`config.mk`:
```
export PLATFORM = sky130hd
export DESIGN_NAME = key_in_pio_flat
export DESIGN_NICKNAME = d
export VERILOG_FILES = /design/src/rtl/key_in_pio_if.sv /design/src/rtl/key_in_pio.sv /design/src/flat_wrapper.sv
export SDC_FILE = /design/constraint.sdc
export NUM_CORES = 1
export LEC_CHECK = 0
export ABC_AREA = 1
export CORE_ASPECT_RATIO = 1.75
export CORE_MARGIN = 2
export CORE_UTILIZATION = 55
export DETAILED_ROUTE_END_ITERATION = 10
export HOLD_SLACK_MARGIN = 0.02
export PLACE_DENSITY = 0.71
export SETUP_SLACK_MARGIN = 0.4
export SLEW_MARGIN = 30
export SYNTH_ARGS = -nofsm -noshare
export SYNTH_HDL_FRONTEND = slang
export SYNTH_SLANG_ARGS = --single-unit
```
`constraint.sdc`:
```
create_clock -name csi_clk -period 3.8 [get_ports csi_clk]
set_clock_uncertainty 0.2 [all_clocks]
set_input_delay 0.76 -clock csi_clk [delete_from_list [all_inputs] [get_ports csi_clk]]
set_output_delay 0.76 -clock csi_clk [all_outputs]
set_load 0.02 [all_outputs]
```
`src/rtl/key_in_pio_if.sv`:
```
// Avalon-MM slave bus bundle for the push-button input port.
// The slave drives readdata; everything else comes from the bus master.
interface key_in_pio_if #(
  parameter int WIDTH = 4
);
  logic             chipselect;
  logic [2:0]       address;
  logic             read_n;
  logic             write_n;
  logic [WIDTH-1:0] writedata;
  logic [WIDTH-1:0] readdata;

  modport master (
    output chipselect, address, read_n, write_n, writedata,
    input  readdata
  );

  modport slave (
    input  chipselect, address, read_n, write_n, writedata,
    output readdata
  );
endinterface

```
`src/rtl/key_in_pio.sv`:
```
// Debounced active-low push-button input port with sticky press capture and
// a maskable level interrupt, exposed as an Avalon-MM slave.
module key_in_pio #(
  parameter int WIDTH           = 4,
  parameter int DEBOUNCE_CYCLES = 500000,
  parameter int CNT_W           = 20
) (
  input  logic             csi_clk,
  input  logic             csi_reset_n,
  key_in_pio_if.slave      avs,
  output logic             ins_irq,
  input  logic [WIDTH-1:0] coe_KEY
);

  localparam logic [CNT_W-1:0] CNT_LAST = CNT_W'(DEBOUNCE_CYCLES - 1);

  logic [WIDTH-1:0] sync_p0;
  logic [WIDTH-1:0] sync_p1;
  logic [WIDTH-1:0] stable_p2;
  logic [CNT_W-1:0] cnt_p2 [WIDTH];
  logic [WIDTH-1:0] irq_mask;
  logic [WIDTH-1:0] edge_cap;

  logic [WIDTH-1:0] accept;
  logic [WIDTH-1:0] press;
  logic [WIDTH-1:0] clr;
  logic             wr_en;

  always_comb begin
    accept = '0;
    for (int i = 0; i < WIDTH; i++) begin
      accept[i] = (sync_p1[i] != stable_p2[i]) && (cnt_p2[i] == CNT_LAST);
    end
  end

  // A press is an accepted change while the debounced level is still high.
  assign press = accept & stable_p2;
  assign wr_en = avs.chipselect && !avs.write_n;
  assign clr   = (wr_en && avs.address == 3'd2) ? avs.writedata : '0;

  // Stage p0/p1: two-flop synchroniser for the asynchronous pins
  always_ff @(posedge csi_clk or negedge csi_reset_n) begin
    if (!csi_reset_n) begin
      sync_p0 <= '1;
      sync_p1 <= '1;
    end else begin
      sync_p0 <= coe_KEY;
      sync_p1 <= sync_p0;
    end
  end

  // Stage p2: per-key debounce, level must persist DEBOUNCE_CYCLES edges
  always_ff @(posedge csi_clk or negedge csi_reset_n) begin
    if (!csi_reset_n) begin
      stable_p2 <= '1;
      for (int i = 0; i < WIDTH; i++) begin
        cnt_p2[i] <= '0;
      end
    end else begin
      for (int i = 0; i < WIDTH; i++) begin
        if (sync_p1[i] == stable_p2[i]) begin
          cnt_p2[i] <= '0;
        end else if (accept[i]) begin
          stable_p2[i] <= sync_p1[i];
          cnt_p2[i]    <= '0;
        end else begin
          cnt_p2[i] <= cnt_p2[i] + CNT_W'(1);
        end
      end
    end
  end

  // Set has priority over a same-edge write-1-to-clear.
  always_ff @(posedge csi_clk or negedge csi_reset_n) begin
    if (!csi_reset_n) begin
      irq_mask <= '0;
      edge_cap <= '0;
    end else begin
      if (wr_en && avs.address == 3'd1) begin
        irq_mask <= avs.writedata;
      end
      edge_cap <= (edge_cap & ~clr) | press;
    end
  end

  assign ins_irq = |(edge_cap & irq_mask);

  always_comb begin
    avs.readdata = '0;
    if (avs.chipselect && !avs.read_n) begin
      case (avs.address)
        3'd0:    avs.readdata = stable_p2;
        3'd1:    avs.readdata = irq_mask;
        3'd2:    avs.readdata = edge_cap;
        3'd3:    avs.readdata = sync_p1;
        default: avs.readdata = '0;
      endcase
    end
  end

endmodule

```
`src/flat_wrapper.sv`:
```
// flat-port wrapper written by rule: the top's interface ports become plain ports
module key_in_pio_flat 
#(
  parameter int WIDTH           = 4,
  parameter int DEBOUNCE_CYCLES = 500000,
  parameter int CNT_W           = 20
)
  (csi_clk, csi_reset_n, ins_irq, coe_KEY, avs_chipselect, avs_address, avs_read_n, avs_write_n, avs_writedata, avs_readdata);
  key_in_pio_if #(.WIDTH(WIDTH)) avs_i ();
  input  logic csi_clk;
  input  logic csi_reset_n;
  output logic ins_irq;
  input  logic [WIDTH-1:0] coe_KEY;
  input wire logic [$bits(avs_i.chipselect)-1:0] avs_chipselect;
  input wire logic [$bits(avs_i.address)-1:0] avs_address;
  input wire logic [$bits(avs_i.read_n)-1:0] avs_read_n;
  input wire logic [$bits(avs_i.write_n)-1:0] avs_write_n;
  input wire logic [$bits(avs_i.writedata)-1:0] avs_writedata;
  output wire logic [$bits(avs_i.readdata)-1:0] avs_readdata;
  assign avs_i.chipselect = avs_chipselect;
  assign avs_i.address = avs_address;
  assign avs_i.read_n = avs_read_n;
  assign avs_i.write_n = avs_write_n;
  assign avs_i.writedata = avs_writedata;
  assign avs_readdata = avs_i.readdata;
  key_in_pio #(.WIDTH(WIDTH), .DEBOUNCE_CYCLES(DEBOUNCE_CYCLES), .CNT_W(CNT_W)) u_core (.csi_clk(csi_clk), .csi_reset_n(csi_reset_n), .avs(avs_i), .ins_irq(ins_irq), .coe_KEY(coe_KEY));
endmodule
```
**Yosys cells after proc, flatten, opt, wreduce, memory -nomap -nowiden**

Index checks and enable logic that the tools add are counted.
W data, S select, Z words.

- Register bits: 100
- Input port bits: 16
- Output and inout port bits: 5
- Word-level logic and storage cells: 67

- $add $sub $neg: 4
- Eq/ne operators: 15
- Multiplexer cells: 11
- Bitwise logic cells: 9
- Reduce and logical (&&, ||, !) cells: 16

Operators with widths:

| cell | number |
|---|---|
| $mux W20 | 8 |
| $add A20 B1 Y20 const B | 4 |
| $eq A20 B19 Y1 const B | 4 |
| $pmux W4 S4 | 1 |
| $and A4 B4 Y4 | 3 |
| $logic_and A1 B1 Y1 | 8 |
| $mux W4 | 2 |
| $reduce_and A2 Y1 | 4 |
| $eq A3 B2 Y1 const B | 2 |
| $eq A1 B1 Y1 | 4 |
| $ne A1 B1 Y1 | 4 |
| $not A1 Y1 | 4 |
| $not A4 Y4 | 1 |
| $or A4 B4 Y4 | 1 |
| $reduce_or A4 Y1 | 1 |
| $eq A3 B1 Y1 const B | 1 |
| $logic_not A3 Y1 | 1 |
| $logic_not A1 Y1 | 2 |

**Longest topological paths before layout**

- Word-level depth: 7
- Mapped depth: 9
- Mapped depth without buffers: 9

**Worst setup path before layout**

No wires, ideal clock.

- Path kind: input-to-output
- Start point: input port avs_address[1]
- End point: output port avs_readdata[1]
- Data arrival time: 1.539 ns
- Path slack: 1.301 ns
- Stages on the path: 5
- Path buffers: 0
- Path through: nor2_1 > nand2_1 > o21ai_0 > nor2_1 > nor2_1

- Word-level cells in the longest chain between the ends: 3
- Elaborated cells between the ends (all ways): 6
- Classes of those cells: eq/ne (3); mux (2); reduce/logical (1)

RTL lines:

| what | line | text |
|---|---|---|
| start, declared | flat_wrapper.sv:15 | `input wire logic [$bits(avs_i.address)-1:0] avs_address;` |
| $eq A3 B2 Y1, or another cell as far along | key_in_pio.sv:91 | `case (avs.address)` |
| $pmux W4 S4 * | key_in_pio.sv:91 |  |
| $mux W4 * | key_in_pio.sv:90 | `if (avs.chipselect && !avs.read_n) begin` |
| end, declared | flat_wrapper.sv:19 | `output wire logic [$bits(avs_i.readdata)-1:0] avs_readdata;` |

Every way passes the cells marked *; elsewhere a longest branch is shown, timed or not.

**Worst setup path after layout**

- Start point: input port avs_address[1]
- End point: output port avs_readdata[0]

The elaborated chain is that of the path after synthesis.

==> key figures <==
STA
  – Final Max Tran Viols: 0
  – Final setup TNS: 0 ns
  – RSZ-0062 raised after global routing: no
  – Fin. Hold Viols: 0
  – Max Freq: 308 MHz
  – Final setup viols: 0
  – Slew @ Worst Pin: between 0.6 and 0.7 ns
  – Final Cycle Share: a little under nine tenths
  – Hold WS: 0.156 ns
  – Clock period minus worst slack: approximately 3.2 ns
  – Slew HR: a little under three fifths

Route
  – 1st-iter DRT viols: approximately 270
  – Pre-antenna DRT Iters: 5
  – DRT Wirelength: between 10 and 15 mm
  – Detail Route Antenna Nets: 0
  – Residual DRC count: 0
  – Wire per inst: about 13 µm
  – Via count: ~4800
  – Via density: 5.17

Worst setup path
  – Startpoint class of the critical path: input pin
  – CP Capture Type: output pin
  – Worst path required time: between 2 and 3 ns
  – Max FO, Critical Path: 4
  – CP Data Arrival Time: 2.28 ns
  – Crit path kind: input pin to output pin
  – Worst R2R Setup Slack: ~1.6 ns

Cells and area
  – Fin cells: approximately 930
  – # diodes: 0
  – Fin nets: around 800
  – Layout cell share with drive strength beyond 1: about 9.7%
  – P&R area growth vs syn: 11.7%

Yosys
  – Synth Flop Type: dfrtp_1
  – Most common cell in the netlist: nor2_1
  – Post-synth EDFFs: 0
  – Synth warn: 0
  – FFs w/ async S/R, synth: 100%
  – Synth cell count leaders: nor2_1 (190), nand2_1 (172), inv_1 (100), dfrtp_1 (88), nand3_1 (53)
  – Synth top area cells: dfrtp_1 (39%), nor2_1 (13%), nand2_1 (11%)
  – Netlist cell types: 29
  – Synth Cell Area: 5620 µm²
  – Sequential fraction of the synthesis area: 44.8%
  – Synth Register Bits: 100
  – Share of the synthesized area in the top cell type: 39.2%
  – Synth Net Count: 790
  – Synthesized area per cell: roughly 7.3 µm²
  – Gate Count Post-Synth: 770
  – Largest area contributor in the synthesized netlist: dfrtp_1

Clocking
  – Hold-fix buffers at CTS: 0
  – CTS HTree Levels: 3
  – CTS max path bufs: 2
  – CTS root buffer: clkbuf_16
  – Number of buffers created by CTS: 9
  – Clk sink count: 100
  – CTS tree: built
  – CTS clk-pin slew, worst paths: roughly 0.06 ns
  – Clk_lat worst skew: 0.35 ns

Power and ir drop
  – Flop pwr share: between 50% and 60%
  – Combinational group share of total power: 6.7%
  – Pwr per Cell Area: 354 nW/µm²
  – Switching pwr: 0.000543 W
  – Final Power: about 0.0022 W
  – P_leak: between 2 and 3 nW
  – Clk network pwr share: between 40% and 50%
  – Maximum VDD drop: ~280 µV
  – Sw frac: about a quarter
  – Pint: approximately 0.0017 W

Place
  – Final RePlAce weighted congestion: between 0.8 and 0.9
  – Cells after DPL: 911
  – Port bufs: 20
  – HPWL after DPL: slightly above 9 mm

Floorplan
  – Initial Util: between 50% and 60%
  – Row Count: 48
  – Die Area: around 11000 µm²
  – Top Ports: 21
  – Die Width: around 80 µm
  – Core Area: between 9000 and 10000 µm²
  – Die Y: around 140 µm

Global routing
  – Vias in the first global route: around 4800
  – Largest net degree at the start of global routing: 52
  – Antenna violations before repair: 0
  – Gr usage total: 23.9%
  – First-pass GRT wire length: around 21 mm
  – Global route total overflow: 0

Status
  – Status: finished, final reports clean

Job
  – Max-cap viol count: 0

Min path
  – Type of the worst min-delay path: register to register
## flip-flops by register name, indices dropped and copies added (netlist names)
register,flops
u_core.stable_p2,4
u_core.cnt_p2,80
u_core.edge_cap,4
u_core.sync_p0,4
u_core.irq_mask,4
u_core.sync_p1,4
## critical path, stage by stage
cell and delay (ns):
clkdlybuf4s50_1 0.51, nor2_4 0.19, nand2_1 0.11, o22ai_1 0.16, nor2_1 0.06, nor2_1 0.13
dlygate4sd2_1 0.36
## placed cells by master, fill, tap and decap left out, types with 2 or more instances in the layout
master | synthesis | final
nor3_1 | 10 | 10
o21ai_1 | 2 | 2
and2_1 | 4 | 4
xnor2_1 | 22 | 22
nor4_1 | 3 | 3
clkdlybuf4s50_1 | 0 | 15
nand3_2 | 4 | 4
inv_1 | 100 | 100
nand2_1 | 172 | 172
inv_8 | 0 | 2
nand3b_1 | 2 | 2
clkinv_4 | 0 | 2
o22ai_1 | 8 | 8
nand2_2 | 14 | 14
dfstp_2 | 12 | 12
dfrtp_1 | 88 | 88
clkinv_1 | 3 | 3
nor2_1 | 190 | 189
nand2_4 | 2 | 2
nor2_2 | 12 | 12
a21oi_1 | 6 | 6
nand3_1 | 53 | 53
nand4_1 | 7 | 7
nor2_4 | 9 | 10
ha_1 | 4 | 4
dlygate4sd2_1 | 0 | 3
clkbuf_16 | 0 | 9
o21ai_0 | 19 | 19
inv_2 | 2 | 2
xor2_1 | 14 | 14
o21ai_2 | 2 | 2
## final timing paths
path                                                 start                               to  cells past startpoint
min reg2reg                    u_core.sync_p0[0]$_DFF_PN1_      u_core.sync_p1[0]$_DFF_PN1_                      0
max                                         avs_address[1]                  avs_readdata[0]                      7
max in group asynchronous                      csi_reset_n  u_core.stable_p2[2]$_DFFE_PN1P_                      2
min in group asynchronous                      csi_reset_n       u_core.cnt_p2[7]$_DFF_PN0_                      1
min                            u_core.sync_p0[0]$_DFF_PN1_      u_core.sync_p1[0]$_DFF_PN1_                      0
max reg2reg                u_core.stable_p2[3]$_DFFE_PN1P_      u_core.cnt_p2[18]$_DFF_PN0_                      7
## logic make-up (layout without fill, tap and decap cells)
family	after synthesis	in the layout	share of synthesized area (%)
simple gates	483	483	37.6
buf+inv	110	142	7.49
flops	100	100	44.8
compound gates	37	37	3.61
xor+xnor	36	36	5.61
fa+ha+maj	4	4	0.891
## power by group through the flow
stage / registers (W) / clock network [W] / logic [W]
floorplan: 0.00114 / 0 / 0.0000781
global placement: 0.00114 / 0 / 0.000147
detailed placement: 0.00114 / 0 / 0.000151
CTS: 0.00112 / 0.000966 / 0.000151
global route: 0.00113 / 0.00101 / 0.000171
finish: 0.00112 / 0.000948 / 0.000149
## per-stage QoR
| step | util [%] | cell area, µm² | worst slack, ns |
|---|---|---|---|
| after floorplan | - | 5620 | 1.30 |
| final | 63.3 | 6270 | 0.558 |
| after global routing | 63.3 | 6270 | 0.403 |
| after CTS | 63.2 | 6270 | 0.486 |
| after detailed placement | 60.2 | 5960 | 0.218 |
| after global placement | 60.2 | 5960 | 0.262 |
## routing by layer
layer	up-vias	GRT usage, %	share of wire [%]
li1	2418	-	-
met1	2265	25.3	40
met2	84	44.4	55
met3	27	4.39	3.0
met4	0	11.5	2.7
met5	-	0	0
## repair_timing
| action | 4_1_cts | 5_1_grt |
|---|---|---|
| setup endpoints to repair | 4 | 4 |
| gates cloned | 0 | 0 |
| gates resized for setup | 4 | 4 |
| setup buffers | 0 | 0 |
## cell type report
type	instances	area [µm²]
Fill cell	867	3640
Multi-Input combinational cell	560	2690
Sequential cell	100	2520
Inverter	105	394
Clock buffer	9	225
Timing Repair Buffer	21	209
Tap cell	125	156
Clock inverter	7	83.8
Note: power is estimated with default switching activity, not from simulation.
